<file path="config.mk">
export PLATFORM = sky130hd
export DESIGN_NAME = hall_call_encoder_flat
export DESIGN_NICKNAME = d
export VERILOG_FILES = /design/src/rtl/elev_pkg.sv /design/src/rtl/hall_call_encoder_if.sv /design/src/rtl/hall_call_encoder_btn_debounce.sv /design/src/rtl/hall_call_encoder.sv /design/src/flat_wrapper.sv
export SDC_FILE = /design/constraint.sdc
export NUM_CORES = 1
export LEC_CHECK = 0
export BUFFER_PORTS_ARGS = -buffer_cell sky130_fd_sc_hd__buf_4
export CORE_ASPECT_RATIO = 1.25
export CORE_MARGIN = 1.5
export CORE_UTILIZATION = 65
export DETAILED_ROUTE_END_ITERATION = 7
export GPL_TIMING_DRIVEN = 0
export PLACE_DENSITY = 0.82
export SYNTH_ARGS = -nofsm -noshare
export SYNTH_HDL_FRONTEND = slang
export SYNTH_SLANG_ARGS = --single-unit
</file>
<file path="constraint.sdc">
create_clock -name clk -period 6.68 [get_ports clk]
set_input_delay 1.336 -clock clk [delete_from_list [all_inputs] [get_ports clk]]
set_output_delay 1.336 -clock clk [all_outputs]
set_load 0.03 [all_outputs]
</file>
<file path="src/rtl/elev_pkg.sv">
// Shared elevator definitions: E_FSM call codes, directions and serialiser states.
package elev_pkg;

   localparam int NUM_BTN = 6;

   localparam logic [2:0] _NONE = 3'b000;
   localparam logic [2:0] _1U   = 3'b001;
   localparam logic [2:0] _2U   = 3'b010;
   localparam logic [2:0] _3U   = 3'b011;
   localparam logic [2:0] _2D   = 3'b110;
   localparam logic [2:0] _3D   = 3'b111;
   localparam logic [2:0] _4D   = 3'b100;

   localparam logic [1:0] STAY = 2'b00;
   localparam logic [1:0] UP   = 2'b01;
   localparam logic [1:0] DOWN = 2'b10;

   typedef enum logic [1:0] {
      ST_IDLE = 2'd0,
      ST_HOLD = 2'd1,
      ST_GAP  = 2'd2
   } ser_state_e;

   // Button index (bit position in btn/pending) to the code E_FSM expects.
   function automatic logic [2:0] idx_to_code(input logic [2:0] idx);
      logic [2:0] code;
      case (idx)
         3'd0:    code = _1U;
         3'd1:    code = _2U;
         3'd2:    code = _3U;
         3'd3:    code = _2D;
         3'd4:    code = _3D;
         3'd5:    code = _4D;
         default: code = _NONE;
      endcase
      return code;
   endfunction

endpackage

</file>
<file path="src/rtl/hall_call_encoder_if.sv">
// Button/lamp and call-code bundle between the hall panel side and E_FSM side.
interface hall_call_encoder_if;
   import elev_pkg::*;

   logic [NUM_BTN-1:0] btn;
   logic               enable;
   logic [2:0]         din_out;
   logic               din_valid;
   logic [NUM_BTN-1:0] pending;

   modport master (output btn, enable, input din_out, din_valid, pending);
   modport slave  (input btn, enable, output din_out, din_valid, pending);

endinterface

</file>
<file path="src/rtl/hall_call_encoder_btn_debounce.sv">
// One-bit debouncer; press_o pulses on the edge the debounced level rises.
module btn_debounce #(
   parameter int DEBOUNCE_CYCLES = 3
) (
   input  logic clk,
   input  logic rst_n,
   input  logic raw_i,
   output logic level_o,
   output logic press_o
);
   localparam int CW = $clog2(DEBOUNCE_CYCLES + 1);
   localparam logic [CW-1:0] LAST = CW'(DEBOUNCE_CYCLES - 1);

   logic [CW-1:0] cnt_q, cnt_d;
   logic          level_q, level_d;
   logic          flip;

   // The flip edge also clears the count, so it never exceeds DEBOUNCE_CYCLES-1.
   always_comb begin
      flip    = (raw_i != level_q) && (cnt_q == LAST);
      cnt_d   = '0;
      level_d = level_q;
      if (flip) begin
         level_d = raw_i;
      end else if (raw_i != level_q) begin
         cnt_d = cnt_q + 1'b1;
      end
   end

   always_ff @(posedge clk) begin
      if (!rst_n) begin
         cnt_q   <= '0;
         level_q <= 1'b0;
      end else begin
         cnt_q   <= cnt_d;
         level_q <= level_d;
      end
   end

   assign level_o = level_q;
   assign press_o = flip & raw_i;

endmodule

</file>
<file path="src/rtl/hall_call_encoder.sv">
// Debounces hall buttons, latches pending calls and serialises them round-robin onto din_out.
module hall_call_encoder
   import elev_pkg::*;
#(
   parameter int DEBOUNCE_CYCLES = 3,
   parameter int HOLD_CYCLES     = 5,
   parameter int GAP_CYCLES      = 1
) (
   input  logic                clk,
   input  logic                rst_n,
   hall_call_encoder_if.slave  bus
);
   localparam int MAX_CYC = (HOLD_CYCLES > GAP_CYCLES) ? HOLD_CYCLES : GAP_CYCLES;
   localparam int CNT_W   = $clog2(MAX_CYC + 1);
   localparam logic [CNT_W-1:0] HOLD_LAST = CNT_W'(HOLD_CYCLES - 1);
   localparam logic [CNT_W-1:0] GAP_LAST  = CNT_W'(GAP_CYCLES - 1);

   logic [NUM_BTN-1:0] press_vec, level_vec;
   logic               unused_levels;

   genvar gi;
   generate
      for (gi = 0; gi < NUM_BTN; gi++) begin : g_db
         btn_debounce #(.DEBOUNCE_CYCLES(DEBOUNCE_CYCLES)) u_db (
            .clk     (clk),
            .rst_n   (rst_n),
            .raw_i   (bus.btn[gi]),
            .level_o (level_vec[gi]),
            .press_o (press_vec[gi])
         );
      end
   endgenerate

   assign unused_levels = ^level_vec;

   ser_state_e         state_q;
   logic [CNT_W-1:0]   cnt_q;
   logic [2:0]         rr_ptr_q, cur_idx_q;
   logic [2:0]         din_out_q;
   logic               din_valid_q;
   logic [NUM_BTN-1:0] pending_q, pending_d;

   logic               found;
   logic [2:0]         sel_idx;
   logic               issue;
   logic [NUM_BTN-1:0] absorb_mask;

   // First pending bit at or above rr_ptr, wrapping modulo NUM_BTN.
   always_comb begin
      int j;
      found   = 1'b0;
      sel_idx = 3'd0;
      j       = 0;
      for (int k = 0; k < NUM_BTN; k++) begin
         j = int'(rr_ptr_q) + k;
         if (j >= NUM_BTN) j = j - NUM_BTN;
         if (!found && pending_q[j]) begin
            found   = 1'b1;
            sel_idx = 3'(j);
         end
      end
   end

   assign issue = (state_q == ST_IDLE) && bus.enable && found;

   always_comb begin
      absorb_mask = '0;
      if (state_q == ST_HOLD) absorb_mask[cur_idx_q] = 1'b1;
      pending_d = pending_q | (press_vec & ~absorb_mask);
      if (issue) pending_d[sel_idx] = 1'b0;
   end

   always_ff @(posedge clk) begin
      if (!rst_n) begin
         state_q     <= ST_IDLE;
         cnt_q       <= '0;
         rr_ptr_q    <= 3'd0;
         cur_idx_q   <= 3'd0;
         din_out_q   <= _NONE;
         din_valid_q <= 1'b0;
         pending_q   <= '0;
      end else begin
         pending_q <= pending_d;
         case (state_q)
            ST_IDLE: begin
               if (issue) begin
                  din_out_q   <= idx_to_code(sel_idx);
                  din_valid_q <= 1'b1;
                  cur_idx_q   <= sel_idx;
                  rr_ptr_q    <= (sel_idx == 3'd5) ? 3'd0 : sel_idx + 3'd1;
                  cnt_q       <= '0;
                  state_q     <= ST_HOLD;
               end
            end
            ST_HOLD: begin
               if (cnt_q == HOLD_LAST) begin
                  din_out_q   <= _NONE;
                  din_valid_q <= 1'b0;
                  cnt_q       <= '0;
                  state_q     <= ST_GAP;
               end else begin
                  cnt_q <= cnt_q + 1'b1;
               end
            end
            ST_GAP: begin
               if (cnt_q == GAP_LAST) begin
                  cnt_q   <= '0;
                  state_q <= ST_IDLE;
               end else begin
                  cnt_q <= cnt_q + 1'b1;
               end
            end
            default: state_q <= ST_IDLE;
         endcase
      end
   end

   assign bus.din_out   = din_out_q;
   assign bus.din_valid = din_valid_q;
   assign bus.pending   = pending_q;

endmodule

</file>
<file path="src/flat_wrapper.sv">
// flat-port wrapper written by rule: the top's interface ports become plain ports
module hall_call_encoder_flat import elev_pkg::*;
#(
   parameter int DEBOUNCE_CYCLES = 3,
   parameter int HOLD_CYCLES     = 5,
   parameter int GAP_CYCLES      = 1
)
  (clk, rst_n, bus_btn, bus_enable, bus_din_out, bus_din_valid, bus_pending);
  hall_call_encoder_if bus_i ();
  input  logic clk;
  input  logic rst_n;
  input wire logic [$bits(bus_i.btn)-1:0] bus_btn;
  input wire logic [$bits(bus_i.enable)-1:0] bus_enable;
  output wire logic [$bits(bus_i.din_out)-1:0] bus_din_out;
  output wire logic [$bits(bus_i.din_valid)-1:0] bus_din_valid;
  output wire logic [$bits(bus_i.pending)-1:0] bus_pending;
  assign bus_i.btn = bus_btn;
  assign bus_i.enable = bus_enable;
  assign bus_din_out = bus_i.din_out;
  assign bus_din_valid = bus_i.din_valid;
  assign bus_pending = bus_i.pending;
  hall_call_encoder #(.DEBOUNCE_CYCLES(DEBOUNCE_CYCLES), .HOLD_CYCLES(HOLD_CYCLES), .GAP_CYCLES(GAP_CYCLES)) u_core (.clk(clk), .rst_n(rst_n), .bus(bus_i));
endmodule
</file>
==> results of run 1 <==
[routing by layer]
layer  vias to the layer above  track usage  routed length (µm)
li1                       1200            -                   -
met1                      1119        0.316                2580
met2                        46        0.484                3020
met3                        13       0.0411                 166
met4                         0        0.104                 134
met5                         -            0                   0
[layout make-up]
cell class | instances | area, µm² | share of cell area
Timing Repair Buffer | 17 | 128 | 0.0408
Clock buffer | 6 | 72.6 | 0.0232
Clock inverter | 2 | 12.5 | 0.00400
Tap cell | 56 | 70.1 | 0.0224
Buffer | 15 | 101 | 0.0324
Sequential cell | 39 | 781 | 0.250
Multi-Input combinational cell | 246 | 1900 | 0.607
Inverter | 17 | 63.8 | 0.0204
[critical path: cells and delay by family (launching register included)]
kind / cells / cell delay, ps
AO/OA/AOI/OAI: 5 / 770
adder cells (fa/ha/maj): 3 / 1000
buffers and inverters: 5 / 890
flip-flops: 1 / 420
AND/OR/NAND/NOR: 5 / 1000
[flip-flops by register name (all words and copies together) (netlist names)]
signal                    count
u_core.g_db.u_db.level_o      6
u_core.rr_ptr_q               3
u_core.state_q                2
u_core.bus.pending            6
u_core.cnt_q                  3
u_core.bus.din_valid          1
u_core.bus.din_out            3
u_core.cur_idx_q              3
u_core.g_db.u_db.cnt_q       12
[metrics by stage]
step	hold slack, ps	area (µm²)	worst slack, ps	total power, mW	utilization
4_1_cts	417	3120	2530	0.921	0.756
6_report	417	3120	2500	0.922	0.756
3_3_place_gp	399	3040	2650	0.754	0.736
5_1_grt	430	3120	2240	0.991	0.756
2_1_floorplan	392	2840	3100	0.668	-
3_5_place_dp	405	3040	2560	0.763	0.736
[Yosys cell counts, types with 4 or more instances]
master    count  area share
dfxtp_1      39        0.27
nor2b_1      11       0.024
a211oi_1      4       0.011
nand2_1      22       0.029
or3_1         4      0.0088
nand2b_1      9       0.020
a21oi_1      12       0.021
a31oi_1       6       0.013
and2_1        4      0.0088
o221a_1       5       0.020
mux2i_1       6       0.021
and3_1        4      0.0088
ha_1         23        0.10
nand3b_1      9       0.024
nor2_1       26       0.034
a21boi_0      7       0.018
o21ai_0      12       0.021
clkbuf_1      6      0.0079
xor2_1        7       0.022
nand3_1       7       0.012
inv_1        17       0.022
[path summary, 6_finish.rpt]
| check | endpoint | cells after the start | slack, ps |
|---|---|---|---|
| worst max-delay path | u_core.rr_ptr_q[2] | 18 | 2500 |
| worst min-delay path | u_core.g_db[3].u_db.cnt_q[0] | 1 | 420 |
| worst max register to register | u_core.rr_ptr_q[2] | 18 | 2500 |
| worst min register to register | u_core.g_db[3].u_db.cnt_q[0] | 1 | 420 |
[cells in the final DEF, fill, tap and decap left out, types with 3 or more instances in the layout]
cell / instances
a211oi_1: 4
clkbuf_1: 7
a21oi_1: 12
and2_1: 4
nand2b_1: 9
nor2b_1: 11
a31oi_1: 6
o21ai_0: 12
a21o_1: 3
clkbuf_8: 5
and4b_1: 3
or3_1: 4
buf_4: 19
nor2_1: 26
buf_6: 3
buf_2: 3
nand3_1: 7
mux2_2: 3
nor3_1: 3
and3_1: 4
xor2_1: 7
mux2i_1: 6
o221a_1: 5
nand3b_1: 9
nand2_1: 22
a31o_2: 3
dfxtp_1: 39
a21boi_0: 7
inv_1: 17
ha_1: 23
[cells by family (layout without fill, tap and decap cells)]
logic type,after synthesis,count (layout),share of synthesized area
adders and majority gates,23,23,0.101
DFF,39,39,0.275
buffers and inverters,32,57,0.0581
AOI/OAI and AO/OA,85,85,0.245
xor gates and xnor gates,11,11,0.0392
muxes,11,11,0.0432
and+or+nand+nor,116,116,0.239
[report_power, final]
part / total, mW / internal (mW) / switching, mW
Clock: 0.157 / 0.0730 / 0.0845
Combinational: 0.488 / 0.201 / 0.286
Sequential: 0.277 / 0.258 / 0.0196
==> key figures, run 1 <==
Outcome
  – Result of the run: finished, final reports clean

Worst setup path
  – Start of the worst register-to-register path: u_core.rr_ptr_q[1]
  – Crit path arrival time: 4400 ps
  – Worst setup path start: u_core.rr_ptr_q[1]
  – Cell mode on critical path: ha_1
  – Crit start category: flop
  – Ordered list of cells on the worst path: buf_2 -> inv_1 -> ha_1 -> buf_2 -> inv_1 -> ha_1 -> a31o_2 -> o21ai_1 -> a2111oi_2 -> and3_1 -> buf_6 -> nor2b_4 -> nor4_4 -> nor2_1 -> ha_1 -> nor2_1 -> o21ai_0 -> a21boi_0
  – CP Data Required Time: 6900 ps
  – Critical Path Fanout Max: 10
  – Critical Path End Type: flop
  – Critical path's slowest cell: nor4_4
  – Setup CP Type: flop to flop
  – Slowest Stage Delay on Critical Path: 450 ps

Clock network
  – CTS tree: done
  – CTS root buf: clkbuf_8
  – CTS sink count: 39
  – Postcts setup bufs: 0
  – H-tree levels: 2
  – TritonCTS Buffers: 5
  – Clock-pin slew on the worst setup and hold paths: roughly 80 ps
  – Clk Latency, worst-skew pair: 300 ps
  – Resized Gates After CTS: 0
  – CTS Hold Bufs: 0
  – Buffer depth of the longest clock path: 2

Route
  – Iteration-0 DRC Markers: 120
  – Detailed-router iteration count before antenna repair: 4
  – Remaining design rule violation count: 0
  – Aggregate routed wire length: 5.90 mm
  – Routed WL per cell: ~15 µm
  – Via count: 2378
  – Routed Antenna Nets: 0
  – Detailed-route vias per instance: roughly 6.0

GRT
  – Largest net degree at the start of global routing: 13
  – Antenna violations before repair: 0
  – Number of global-route vias before repair: 2311
  – Global-route wire length before repair: 10.4 mm
  – Residual overflow from global routing: 0
  – GR Util All Layers: 0.268

STA
  – Setup repair after global routing missed its margin: false
  – Transition time at the pin with the least slew margin: roughly 580 ps
  – Fmax: approximately 240 MHz
  – Number of failing hold endpoints at the final stage: 0
  – Setup Viol. Count Final: 0
  – Worst Clk Skew: between 4 and 5 ps
  – Max-slew violation total from the final report: 0
  – Part of the cycle the worst path needs: 0.626
  – Post-route minimum period: 4180 ps
  – Worst slew margin: 0.616
  – Final sum of negative setup slack: 0 ps

Floorplan
  – Total die area: about 4800 µm²
  – Site Rows: 26
  – Chip Width: 62.1 µm
  – Die Height: 76.9 µm
  – Starting density of the core: 0.688
  – Ports placed on the boundary: 19
  – Placeable core region: slightly above 4000 µm²

Synthesis
  – Post-synth EDFFs: 0
  – Count of state elements after synthesis: 39
  – Synthesized cell area: between 2000 and 3000 µm²
  – Post-synth cell types: 71
  – Synthesized Nets: roughly 350
  – Cell count after synthesis: 317
  – Top FF cell, synth: dfxtp_1
  – Synth Area per Inst: 8.96 µm²
  – Ys async rst share: 0
  – Total of warnings raised by yosys: 0
  – Share of synthesized area occupied by flip-flops and latches: 0.275

Power and ir drop
  – Power per standard cell area: roughly 300 nW/µm²
  – Peak supply drop: 182 µV
  – Leakage power summed over all cells: 1.28 nW

Layout
  – Area overhead of the layout relative to synthesis: 9.95%
  – NumNets Final: 373
  – N_diodes: 0
  – Final std cells w/o fill: 398
  – Fraction of final layout cells sized beyond drive strength 1: 0.184
  – Count of filler cells inserted in the layout: approximately 340

Place
  – Count of buffers from port buffering: 17
  – Cell Count Post-Placement: 390
  – GP Congestion: 0.847
  – Detailed placer's ending HPWL: 4.56 mm

Min path
  – Startpoint of the most critical hold path: u_core.g_db[3].u_db.cnt_q[0]
  – Min-delay worst type: flop to flop

Flow run
  – MaxCap Viol Count: 0
Note: power is estimated with default switching activity, not from simulation.
==> inputs of run 2 (changes only) <==
- CORE_UTILIZATION: 65 -> 55
- PLACE_DENSITY: 0.82 -> 0.73
- clock period: 6.68 -> 3.4 ns (I/O delays scaled with it)
==> run 2 against run 1 <==
Net effect:
- clock power rose by 98%
- die area up 17%
- register-to-register slack worse by 2400 ps
- sequential cell count unchanged
- fmax up 27%
- clock skew hardly changed
- sequential share of layout area decreased by 2.2 points
- largest power group unchanged
- highest routed layer unchanged
==> key figures, run 2 (synthesized netlist as in run 1, its figures left out) <==
Min path
  – Min-delay worst type: flop to flop
  – Hold Crit Endpoint: u_core.g_db[1].u_db.cnt_q[0]
  – Startpoint of the most critical hold path: u_core.g_db[1].u_db.cnt_q[0]
  – Hold path cells: 1

Worst setup path
  – Slowest Stage Delay on Critical Path: 370 ps
  – Cell mode on critical path: nor2_1
  – Ordered list of cells on the worst path: buf_8 -> buf_12 -> inv_8 -> ha_4 -> buf_4 -> nand2b_1 -> o22a_1 -> and4b_2 -> a311oi_2 -> and3_1 -> buf_6 -> a211oi_4 -> a221oi_4 -> nor2_1 -> ha_1 -> nor2_1 -> o21ai_1 -> a21boi_1
  – Slack of the worst reg-to-reg path: 110 ps
  – FF-to-FF path depth: 18
  – Delay-heaviest family, CP: compound AO/OA/AOI/OAI gates
  – Crit start category: flop
  – Crit path arrival time: 3510 ps
  – Critical path's slowest cell: dfxtp_4
  – Setup CP Type: flop to flop
  – CP Data Required Time: 3620 ps
  – Critical Path End Type: flop
  – R2R Path End: u_core.rr_ptr_q[2]
  – Worst setup path start: u_core.rr_ptr_q[0]
  – Count of buffer and inverter cells on the critical path: 5
  – Critical Path Fanout Max: 5
  – Start of the worst register-to-register path: u_core.rr_ptr_q[0]

Route
  – WL met2: 3.35 mm
  – Via count: 2428
  – Iteration-0 DRC Markers: 105
  – Remaining design rule violation count: 0
  – Met3 wire length: 172 µm
  – Detailed-route vias per instance: between 5 and 6
  – Detailed-router iteration count before antenna repair: 4
  – Routed WL per cell: approximately 15 µm
  – Routed Antenna Nets: 0
  – Uppermost layer routed: met4
  – Aggregate routed wire length: between 6 and 7 mm
  – Wire length on met1: 2.59 mm

GRT
  – Largest net degree at the start of global routing: 12
  – Antenna violations before repair: 0
  – Residual overflow from global routing: 0
  – GR Util All Layers: 0.229
  – Number of global-route vias before repair: between 2k and 2.5k
  – Global-route wire length before repair: approximately 10 mm

Power and ir drop
  – Sequential fraction of design power: 0.268
  – Proportion of total power due to net switching: 0.403
  – Power per standard cell area: 593 nW/µm²
  – Relative contribution of the clock network to total power: 0.152
  – Peak supply drop: 390 µV
  – Pwr Total: 2.05 mW
  – Net switching power: 0.826 mW
  – Comb power frac: 0.580
  – Internal power component: between 1 and 1.5 mW
  – Leakage power summed over all cells: 1.40 nW

Clock network
  – TritonCTS Buffers: 5
  – Clk Latency, worst-skew pair: between 200 and 300 ps
  – CTS root buf: clkbuf_8
  – H-tree levels: 2
  – CTS Hold Bufs: 0
  – CTS tree: done
  – CTS sink count: 39
  – Buffer depth of the longest clock path: 2
  – Clock-pin slew on the worst setup and hold paths: 70 ps

Layout
  – Fraction of final layout cells sized beyond drive strength 1: 0.275
  – Most common library cell in the layout ignoring fill and taps: buf_4
  – Most flop-heavy register: u_core.g_db.u_db.cnt_q
  – Most frequent cells in the layout: buf_4, dfxtp_1, nor2_1
  – N_diodes: 0
  – Area overhead of the layout relative to synthesis: 21.6%
  – Final design area excluding fillers: 3450 µm²
  – NumNets Final: around 400
  – Flip-flop count of the largest register after layout: 12

STA
  – Worst Hold Margin: about 410 ps
  – Transition time at the pin with the least slew margin: 489 ps
  – Max-slew violation total from the final report: 0
  – Worst slew margin: 0.665
  – Final setup slack of the worst path: 112 ps
  – Worst Clk Skew: 5.19 ps
  – Setup repair after global routing missed its margin: true
  – Part of the cycle the worst path needs: 0.967
  – Setup Viol. Count Final: 0
  – Fmax: 304 MHz
  – Final sum of negative setup slack: 0 ps
  – Post-route minimum period: between 3000 and 4000 ps
  – Number of failing hold endpoints at the final stage: 0

Outcome
  – Result of the run: finished, final reports clean

Place
  – Placed Instance Area: 3090 µm²
  – Count of buffers from port buffering: 17
  – GP Congestion: 0.880
  – Detailed placer's ending HPWL: 4.61 mm
  – Setup slack after placement: -489 ps

Floorplan
  – Total die area: 5610 µm²
  – Placeable core region: 5040 µm²
  – Die Height: 83.4 µm
  – Ports placed on the boundary: 19
  – Site Rows: 29
  – Starting density of the core: 0.563
  – Chip Width: 67.3 µm

Flow run
  – MaxCap Viol Count: 0
==> run 2: changes by cell type in the layout (fill, tap and decap cells not counted), sizes merged <==
cell | before | now
inv | 17 | 16
buf | 26 | 46
clkbuf | 12 | 11
==> run 2: per-layer routing <==
layer / vias to the layer above / global-route usage
met2: 31 / 0.416
met4: 0 / 0.0983
li1: 1231 / -
met1: 1153 / 0.251
met3: 13 / 0.0379
met5: - / 0
==> run 2: repair_timing <==
action | CTS | global route
pin swaps | 4 | 14
setup endpoints to repair | 13 | 15
setup buffers | 10 | 10
gates resized for setup | 14 | 18
==> run 2: worst max-delay path by stage <==
stage | endpoint | slack [ps] | depth (start not counted)
final | u_core.rr_ptr_q[2] | 110 | 18
after CTS | u_core.rr_ptr_q[2] | 10 | 18
after floorplan | u_core.rr_ptr_q[2] | 30 | 17
after global routing | u_core.rr_ptr_q[2] | -90 | 17
after global placement | u_core.rr_ptr_q[2] | -410 | 19
after detailed placement | u_core.rr_ptr_q[2] | -490 | 19
==> run 2: worst register-to-register path: cells and delay by family (launching register included) <==
family,cells,cell delay (ps)
flops,1,370
fa+ha+maj,2,520
compound gates,6,1030
simple gates,5,750
buf+inv,5,540
==> run 2: final cells by class <==
cell class	count	area [µm²]
Buffer	14	126
Multi-Input combinational cell	246	2020
Timing Repair Buffer	37	278
Clock inverter	1	5.00
Fill cell	413	1590
Clock buffer	6	82.6
Tap cell	62	77.6
Inverter	17	75.1
Sequential cell	39	788
==> run 2: per-stage QoR <==
step / instances / utilization
finish: 422 / 0.685
detailed placement: 396 / 0.613
global route: 422 / 0.685
CTS: 412 / 0.654
floorplan: 317 / -
global placement: 396 / 0.613
==> run 2: power groups by stage <==
stage	combinational (mW)	clock (mW)	sequential, mW
floorplan	0.777	0	0.574
global placement	0.978	0	0.554
detailed placement	0.992	0	0.555
CTS	1.10	0.320	0.548
global route	1.29	0.335	0.556
finish	1.19	0.311	0.550
